==> src/rtl/burst_pkg.sv <==
// Shared types and constants for the burst cycle sequencer.
package burst_pkg;

  localparam int CNT_W_DEF = 20;
  localparam int IDX_W_DEF = 16;

  // A period length of zero is played as a single-sample period.
  localparam int LEN_MIN = 1;

  typedef enum logic [1:0] {
    ST_IDLE  = 2'd0,
    ST_DELAY = 2'd1,
    ST_RUN   = 2'd2
  } state_t;

endpackage

==> src/rtl/burst_trig_edge.sv <==
// Registered rising-edge detector for the burst trigger input.
module burst_trig_edge (
  input  logic Clock,
  input  logic Reset,
  input  logic i_trig,
  output logic o_rise
);

  logic r_trig_q;

  // Hold the previous trigger sample; cleared by reset so a high level after reset counts as an edge.
  always_ff @(posedge Clock) begin
    if (!Reset) r_trig_q <= 1'b0;
    else        r_trig_q <= i_trig;
  end

  assign o_rise = i_trig & ~r_trig_q;

endmodule

==> src/rtl/burst_cycle_sequencer.sv <==
// Burst cycle sequencer: on a trigger edge plays Burst_N periods of Period_Len samples,
// driving the waveform RAM index, the output gate and one Cycle_Start pulse per period.
// Optional macro BURST_TRIG_DELAY_EN adds a Trig_Delay input and a DELAY state between
// the trigger and the first sample.
//
//   state    | meaning
//   ST_IDLE  | waiting for a trigger edge, all outputs quiet
//   ST_DELAY | trigger accepted, counting Trig_Delay clocks with the gate closed
//   ST_RUN   | playing samples, gate open
module burst_cycle_sequencer
  import burst_pkg::*;
#(
  parameter int CNT_W = CNT_W_DEF,
  parameter int IDX_W = IDX_W_DEF
) (
  input  logic             Clock,
  input  logic             Reset,
  input  logic             Trigger,
  input  logic             Stop,
  input  logic [CNT_W-1:0] Burst_N,
  input  logic [IDX_W-1:0] Period_Len,
`ifdef BURST_TRIG_DELAY_EN
  input  logic [CNT_W-1:0] Trig_Delay,
`endif
  output logic             Gate,
  output logic             Cycle_Start,
  output logic [IDX_W-1:0] Sample_Idx,
  output logic [CNT_W-1:0] Cycles_Left,
  output logic             Busy,
  output logic             Done
);

  state_t           r_state, w_state_nxt;
  logic [IDX_W-1:0] r_idx, w_idx_nxt;
  logic [IDX_W-1:0] r_len, w_len_nxt;
  logic [CNT_W-1:0] r_cycles_left, w_cycles_left_nxt;
  logic             r_done, w_done_nxt;
`ifdef BURST_TRIG_DELAY_EN
  logic [CNT_W-1:0] r_dly, w_dly_nxt;
  logic [CNT_W-1:0] r_burst_n, w_burst_n_nxt;
`endif

  logic             w_start;
  logic [IDX_W-1:0] w_len_eff;
  logic             w_last_idx;
  logic             w_final;

  burst_trig_edge u_trig_edge (
    .Clock  (Clock),
    .Reset  (Reset),
    .i_trig (Trigger),
    .o_rise (w_start)
  );

  assign w_len_eff  = (Period_Len == '0) ? IDX_W'(LEN_MIN) : Period_Len;
  assign w_last_idx = (r_idx == (r_len - IDX_W'(1)));
  // Infinite mode keeps Cycles_Left at 0, so it can never look like the final period.
  assign w_final    = w_last_idx && (r_cycles_left == CNT_W'(1));

  // State and datapath registers; reset overrides everything, including mid-burst.
  always_ff @(posedge Clock) begin
    if (!Reset) begin
      r_state       <= ST_IDLE;
      r_idx         <= '0;
      r_len         <= '0;
      r_cycles_left <= '0;
      r_done        <= 1'b0;
`ifdef BURST_TRIG_DELAY_EN
      r_dly         <= '0;
      r_burst_n     <= '0;
`endif
    end else begin
      r_state       <= w_state_nxt;
      r_idx         <= w_idx_nxt;
      r_len         <= w_len_nxt;
      r_cycles_left <= w_cycles_left_nxt;
      r_done        <= w_done_nxt;
`ifdef BURST_TRIG_DELAY_EN
      r_dly         <= w_dly_nxt;
      r_burst_n     <= w_burst_n_nxt;
`endif
    end
  end

  // Next-state and next-datapath logic; Stop takes priority over completion.
  always_comb begin
    w_state_nxt       = r_state;
    w_idx_nxt         = r_idx;
    w_len_nxt         = r_len;
    w_cycles_left_nxt = r_cycles_left;
    w_done_nxt        = 1'b0;
`ifdef BURST_TRIG_DELAY_EN
    w_dly_nxt         = r_dly;
    w_burst_n_nxt     = r_burst_n;
`endif
    case (r_state)
      ST_IDLE: begin
        if (w_start && !Stop) begin
          w_len_nxt = w_len_eff;
          w_idx_nxt = '0;
`ifdef BURST_TRIG_DELAY_EN
          w_burst_n_nxt = Burst_N;
          w_dly_nxt     = Trig_Delay;
          if (Trig_Delay != '0) begin
            w_state_nxt       = ST_DELAY;
            w_cycles_left_nxt = '0;
          end else begin
            w_state_nxt       = ST_RUN;
            w_cycles_left_nxt = Burst_N;
          end
`else
          w_state_nxt       = ST_RUN;
          w_cycles_left_nxt = Burst_N;
`endif
        end
      end
      ST_DELAY: begin
`ifdef BURST_TRIG_DELAY_EN
        if (Stop) begin
          w_state_nxt       = ST_IDLE;
          w_idx_nxt         = '0;
          w_cycles_left_nxt = '0;
          w_dly_nxt         = '0;
        end else if (r_dly <= CNT_W'(1)) begin
          w_state_nxt       = ST_RUN;
          w_idx_nxt         = '0;
          w_cycles_left_nxt = r_burst_n;
          w_dly_nxt         = '0;
        end else begin
          w_dly_nxt = r_dly - CNT_W'(1);
        end
`else
        w_state_nxt = ST_IDLE;
`endif
      end
      ST_RUN: begin
        if (Stop) begin
          w_state_nxt       = ST_IDLE;
          w_idx_nxt         = '0;
          w_cycles_left_nxt = '0;
        end else if (w_final) begin
          w_state_nxt       = ST_IDLE;
          w_idx_nxt         = '0;
          w_cycles_left_nxt = '0;
          w_done_nxt        = 1'b1;
        end else if (w_last_idx) begin
          w_idx_nxt = '0;
          if (r_cycles_left != '0) w_cycles_left_nxt = r_cycles_left - CNT_W'(1);
        end else begin
          w_idx_nxt = r_idx + IDX_W'(1);
        end
      end
      default: begin
        w_state_nxt       = ST_IDLE;
        w_idx_nxt         = '0;
        w_cycles_left_nxt = '0;
      end
    endcase
  end

  assign Gate        = (r_state == ST_RUN);
  assign Cycle_Start = (r_state == ST_RUN) && (r_idx == '0);
  assign Sample_Idx  = r_idx;
  assign Cycles_Left = r_cycles_left;
  assign Busy        = (r_state != ST_IDLE);
  assign Done        = r_done;

endmodule
==> config.mk <==
export PLATFORM = sky130hd
export DESIGN_NAME = burst_cycle_sequencer
export DESIGN_NICKNAME = d
export VERILOG_FILES = /design/src/rtl/burst_pkg.sv /design/src/rtl/burst_trig_edge.sv /design/src/rtl/burst_cycle_sequencer.sv
export SDC_FILE = /design/constraint.sdc
export NUM_CORES = 1
export LEC_CHECK = 0
export CORE_MARGIN = 5
export CORE_UTILIZATION = 51
export DETAILED_ROUTE_END_ITERATION = 10
export HOLD_SLACK_MARGIN = 0.15
export PLACE_DENSITY = 0.81
export SLEW_MARGIN = 40
export SYNTH_ARGS = -nofsm -noshare
export SYNTH_HDL_FRONTEND = slang
export SYNTH_HIERARCHICAL = 1
export SYNTH_SLANG_ARGS = --single-unit
==> constraint.sdc <==
create_clock -name Clock -period 3.7 [get_ports Clock]
set_input_delay 0.555 -clock Clock [delete_from_list [all_inputs] [get_ports Clock]]
set_output_delay 0.555 -clock Clock [all_outputs]
set_load 0.01 [all_outputs]
; ---- Word level (Yosys, flattened, before mapping)
; Index checks and enable logic that the tools add are counted.
[totals]
wordCells = 53
out_inout_bits = 40
regBits = 56
in_bits = 40
[classes]
n_addsub = 3
reduce_logical = 14
eq_ne = 8
n_mux = 17
bitwise = 5
[op_table]
columns = operator, count
row1 = 2-to-1 mux 20 bit, 5
row2 = 2-to-1 mux 16 bit, 5
row3 = one-hot mux 20 bit (3 select lines), 1
row4 = one-hot mux 16 bit (3 select lines), 1
row5 = logical NOT 16 bit, 2
row6 = == test 20 x 1 -> 1 bit (second input constant), 1
row7 = nonzero test 20 bit, 1
row8 = subtractor 20 x 1 -> 20 bit (second input constant), 1
row9 = adder 16 x 1 -> 16 bit (second input constant), 1
row10 = == test 16 bit, 1
row11 = subtractor 16 x 1 -> 16 bit (second input constant), 1
row12 = != test 4 x 2 -> 1 bit (second input constant), 2
row13 = 2-to-1 mux 2 bit, 3
row14 = AND reduction 2 bit, 3
row15 = inverter 1 bit, 4
row16 = one-hot mux 2 bit (2 select lines), 1
row17 = AND reduction 4 bit, 1
row18 = logical AND 1 bit, 3
row19 = != test 3 x 2 -> 1 bit (second input constant), 1
row20 = OR reduction 3 bit, 1
row21 = == test 2 x 1 -> 1 bit (second input constant), 1
row22 = == test 2 bit (second input constant), 1
row23 = logical NOT 2 bit, 1
row24 = != test 2 bit (second input constant), 1
row25 = other kinds (4), 4

; ---- Depth between registers and ports, before layout
[logic_depth]
word_depth = 6
mapped_depth = 12
depth_no_buf = 10

; ---- By module
; The synthesis kept the hierarchy.
[modules_own_cells]
columns = mod, instances, area_per_inst_um2, seq_area_each_um2, cells_per_inst
row1 = burst_cycle_sequencer, 1, 3468.3, 1081.0, 444
row2 = burst_trig_edge, 1, 40.0, 20.0, 3

; ---- Least setup slack after synthesis
; No wires, ideal clock.
[synth_timing]
path_type = register to register
startpoint = register r_len[0]
endpoint = register r_cycles_left[12], in the netlist Cycles_Left[12]
required_time_ns = 3.561
setup_ns = 0.139
stages_incl_launch_ff = 12
synth_period_minus_slack_ns = 2.818
arrival_time_ns = 2.679
setup_slack_ns = 0.882
n_path_buf = 1
cell_sequence = dfxtp_1 -> inv_1 -> ha_1 -> nor4b_2 -> nand2_1 -> or4_1 -> a21oi_1 -> o211ai_2 -> o31a_1 -> buf_6 -> a32oi_1 -> o221ai_1
[synth_between]
elab_chain_cells = 6
elab_cells_between_ends = 9
classes_between = add/sub: 1 / eq/ne: 3 / mux: 3 / reduce/logical: 2
[synth_rtl]
columns = item, line_no
row1 = from (decl), burst_cycle_sequencer.sv:35  ; logic [IDX_W-1:0] r_len, w_len_nxt;
row2 = from (signal assigned), burst_cycle_sequencer.sv:75  ; r_len <= w_len_nxt;
row3 = subtractor 16 x 1 -> 16 bit *, burst_cycle_sequencer.sv:56  ; assign w_last_idx = (r_idx == (r_len - IDX_W'(1)));
row4 = == test 16 bit *, burst_cycle_sequencer.sv:56
row5 = logical AND 1 bit, burst_cycle_sequencer.sv:58  ; assign w_final = w_last_idx && (r_cycles_left == CNT_W'(1));
row6 = 2-to-1 mux 20 bit, burst_cycle_sequencer.sv:141  ; end else if (w_final) begin
row7 = 2-to-1 mux 20 bit, burst_cycle_sequencer.sv:137  ; if (Stop) begin
row8 = one-hot mux 20 bit (3 select lines), burst_cycle_sequencer.sv:96  ; case (r_state)
row9 = to (signal assigned), burst_cycle_sequencer.sv:76  ; r_cycles_left <= w_cycles_left_nxt;
row10 = to (decl), burst_cycle_sequencer.sv:36  ; logic [CNT_W-1:0] r_cycles_left, w_cycles_left_nxt;
; Mark *: on every way between the ends. The rest lies on a longest branch, timed or not.
; A chain may end at the register's enable or synchronous reset.

; ---- Final worst setup path
[layout_timing]
startpoint = register r_len[0]
endpoint = register r_cycles_left[8], in the netlist Cycles_Left[8]
; The elaborated chain is that of the path after synthesis.

==> results.txt <==
die area -> 8640 sq um
vias in the first global route -> 3,489
R2R Path End -> Cycles_Left[8]
min-delay src -> Cycles_Left[9]
Routed Antenna Nets -> 0
post-synth top area cell -> dfxtp_1
Synth Area per Inst -> 7.85 sq um
number of max-cap violations -> 0
Max FO, Critical Path -> 8
area grow syn2layout -> 24.5%
die width -> 92.9 um
min Tclk post-route -> 3440 ps
DRT Wirelength -> 10,000 um
Synth top area share -> 0.314
hold endpoint -> Cycles_Left[9]
status -> finished, final reports clean
ys async rst share -> 0
Hold Crit Class -> flip-flop to flip-flop
Max Fclk -> 291 MHz
Overflow after GRT -> 0
Worst R2R Start -> r_len[0]
# rows -> 30
RSZ-0062 raised after global routing -> no
Post-Syn Nets -> 492
share of cells above drive strength 1 -> 0.0511
PwrDens -> 326 nW/um^2
CTS Buffer Depth -> 2
switching power -> 465 uW
Die Ht -> 92.9 um
Sw Share -> 0.326
first-pass detailed-route iteration total -> 5
Reg2Reg Depth -> 10
largest net degree at the start of global routing -> 28
post-CTS sizing -> 0
post-synthesis sequential area ratio -> 0.314
R2R setup slack -> 260 ps
Num CTS Buffers -> 5
Top FF cell, synth -> dfxtp_1
initial antenna violation count -> 0
VDD IR-drop max -> 149 uV
residual DRC count -> 0
CTS Hold Bufs -> 0
Lkg Pwr -> 0.00158 uW
clock latency on the worst-skew pair -> 310 ps
crit share post-route -> 0.930
synth cell count leaders -> 63 x nand2_1, 55 x dfxtp_1, 45 x nor2_1, 30 x a21oi_1, 21 x xor2_1
routed vias -> 3,558
vias per inst -> 6.04
first-pass GRT wire length -> 16,700 um
Diodes inserted -> 0
Slew Limit Fails -> 0
WL/cell -> 17.1 um
Worst EP required -> 3930 ps
Synth area leaders -> dfxtp_1 31%, nand2_1 6.7%, xor2_1 5.2%
final setup fails -> 0
Core Region -> 6760 sq um
nets -> 553
All-Layer GR Usage -> 0.236
TritonCTS clock tree -> done
Setup crit start kind -> flip-flop
Post-Syn Area -> 3510 sq um
Worst-Margin Slew -> 741 ps
relative slew slack -> 0.505
Post-CTS Setup Bufs -> 0
Final Cell Area -> 4370 sq um
# IOs -> 80
most frequent cell after synthesis -> nand2_1
Netlist cell types -> 65
global placement routability congestion -> 0.898
Gate power share -> 0.302
initial DRC count -> 226
clk root buf -> clkbuf_8
Final Hold Fails -> 0
number of clock sinks -> 55
Ys Warns -> 6
P_int -> 959 uW
Starting Density -> 0.519
register clock-pin slew on the reported worst setup and hold paths -> 100 ps
Setup crit end kind -> flip-flop
Critical Path AT -> 3680 ps
total negative setup slack -> 0 ps
Setup CP Type -> flip-flop to flip-flop
placed inst area -> 4290 sq um
flops & latches, synth -> 55
sequential power share -> 0.468
hold depth -> 2
# fillers -> 588
Post-Synthesis Cells -> 447
H-tree level count -> 2
Post-synth EDFFs -> 0
clock power share -> 0.230
Port Buffer Count -> 79
clk_skew -> 7.17 ps
post-DP HPWL -> 7500 um
-- routing by layer --
metal | GRT usage | share of wire | vias up
met1 | 0.302 | 0.42 | 1651
li1 | - | - | 1720
met3 | 0.0422 | 0.067 | 25
met2 | 0.394 | 0.49 | 162
met5 | 0 | 0 | -
met4 | 0.0940 | 0.022 | 0
-- power by group through the flow --
| stage | Sequential, uW | Clock (uW) | Combinational (uW) |
|---|---|---|---|
| 2_1_floorplan | 671 | 0 | 278 |
| 3_3_place_gp | 677 | 0 | 416 |
| 3_5_place_dp | 678 | 0 | 425 |
| 4_1_cts | 665 | 330 | 427 |
| 5_1_grt | 672 | 355 | 472 |
| 6_report | 666 | 327 | 430 |
-- final cells by class --
class | count | area [sq um] | area share
Timing Repair Buffer | 85 | 836 | 0.191
Sequential cell | 55 | 1100 | 0.252
Multi-Input combinational cell | 348 | 2200 | 0.504
Clock buffer | 7 | 76.3 | 0.0175
Inverter | 13 | 48.8 | 0.0112
Clock inverter | 1 | 5.00 | 0.00115
Tap cell | 80 | 100 | 0.0229
-- state kept, by name (all words and copies together) (netlist names) --
name,cells
Sample_Idx,16
r_len,16
Done,1
r_state,1
Cycles_Left,20
u_trig_edge/r_trig_q,1
-- per-stage QoR --
stage	total power (uW)	utilization	setup WS, ps	hold WS (ps)	std cells
after floorplan	949	-	882	449	447
after global placement	1090	0.634	422	465	581
after detailed placement	1100	0.634	323	478	581
after CTS	1420	0.646	307	501	589
after global routing	1500	0.646	54.6	529	589
final	1420	0.646	259	498	589
-- how the worst max path moves through the flow --
| stage | from | to | slack (ps) | cells past startpoint |
|---|---|---|---|---|
| 2_1_floorplan | r_len[0] | Cycles_Left[12] | 880 | 11 |
| 3_3_place_gp | r_len[0] | Cycles_Left[2] | 420 | 10 |
| 3_5_place_dp | r_len[0] | Cycles_Left[1] | 320 | 10 |
| 4_1_cts | r_len[0] | Cycles_Left[1] | 310 | 10 |
| 5_1_grt | r_len[0] | Cycles_Left[8] | 50 | 10 |
| 6_report | r_len[0] | Cycles_Left[8] | 260 | 10 |
-- placed cells by master, fill, tap and decap left out, types with 4 or more instances in the layout --
cell	instances
nand4_1	7
clkbuf_8	5
o41ai_1	4
xor2_1	21
xnor2_1	19
o31ai_1	10
nor2_1	44
ha_1	5
nor4_1	10
nand3b_1	4
nor2b_1	5
nand2b_1	4
a21oi_1	30
clkdlybuf4s50_1	79
nand2_1	63
o21ai_0	7
a32oi_1	5
and2_1	4
buf_4	6
inv_1	13
nor3_1	12
a21boi_0	5
dfxtp_1	55
nand3_1	17
or4_1	5
a22oi_1	10
-- worst max-delay path, stage by stage (launching register included) --
cell and delay [ps]:
dfxtp_1 370, inv_1 70, ha_1 270, nor4b_2 470, nand2_1 170, or4_1 490
a21oi_1 200, o211ai_2 180, nor4_4 530, o21ai_1 330, o221ai_1 280
-- kinds of logic (layout without fill, tap and decap cells) --
logic type / count (synthesis) / in the layout / synth area share
simple gates: 198 / 198 / 0.290
xor+xnor: 40 / 40 / 0.0999
buf+inv: 44 / 106 / 0.0599
flops: 55 / 55 / 0.314
compound gates: 102 / 102 / 0.209
mux: 3 / 3 / 0.00892
fa+ha+maj: 5 / 5 / 0.0178
Power figures use the tool's default switching activity.
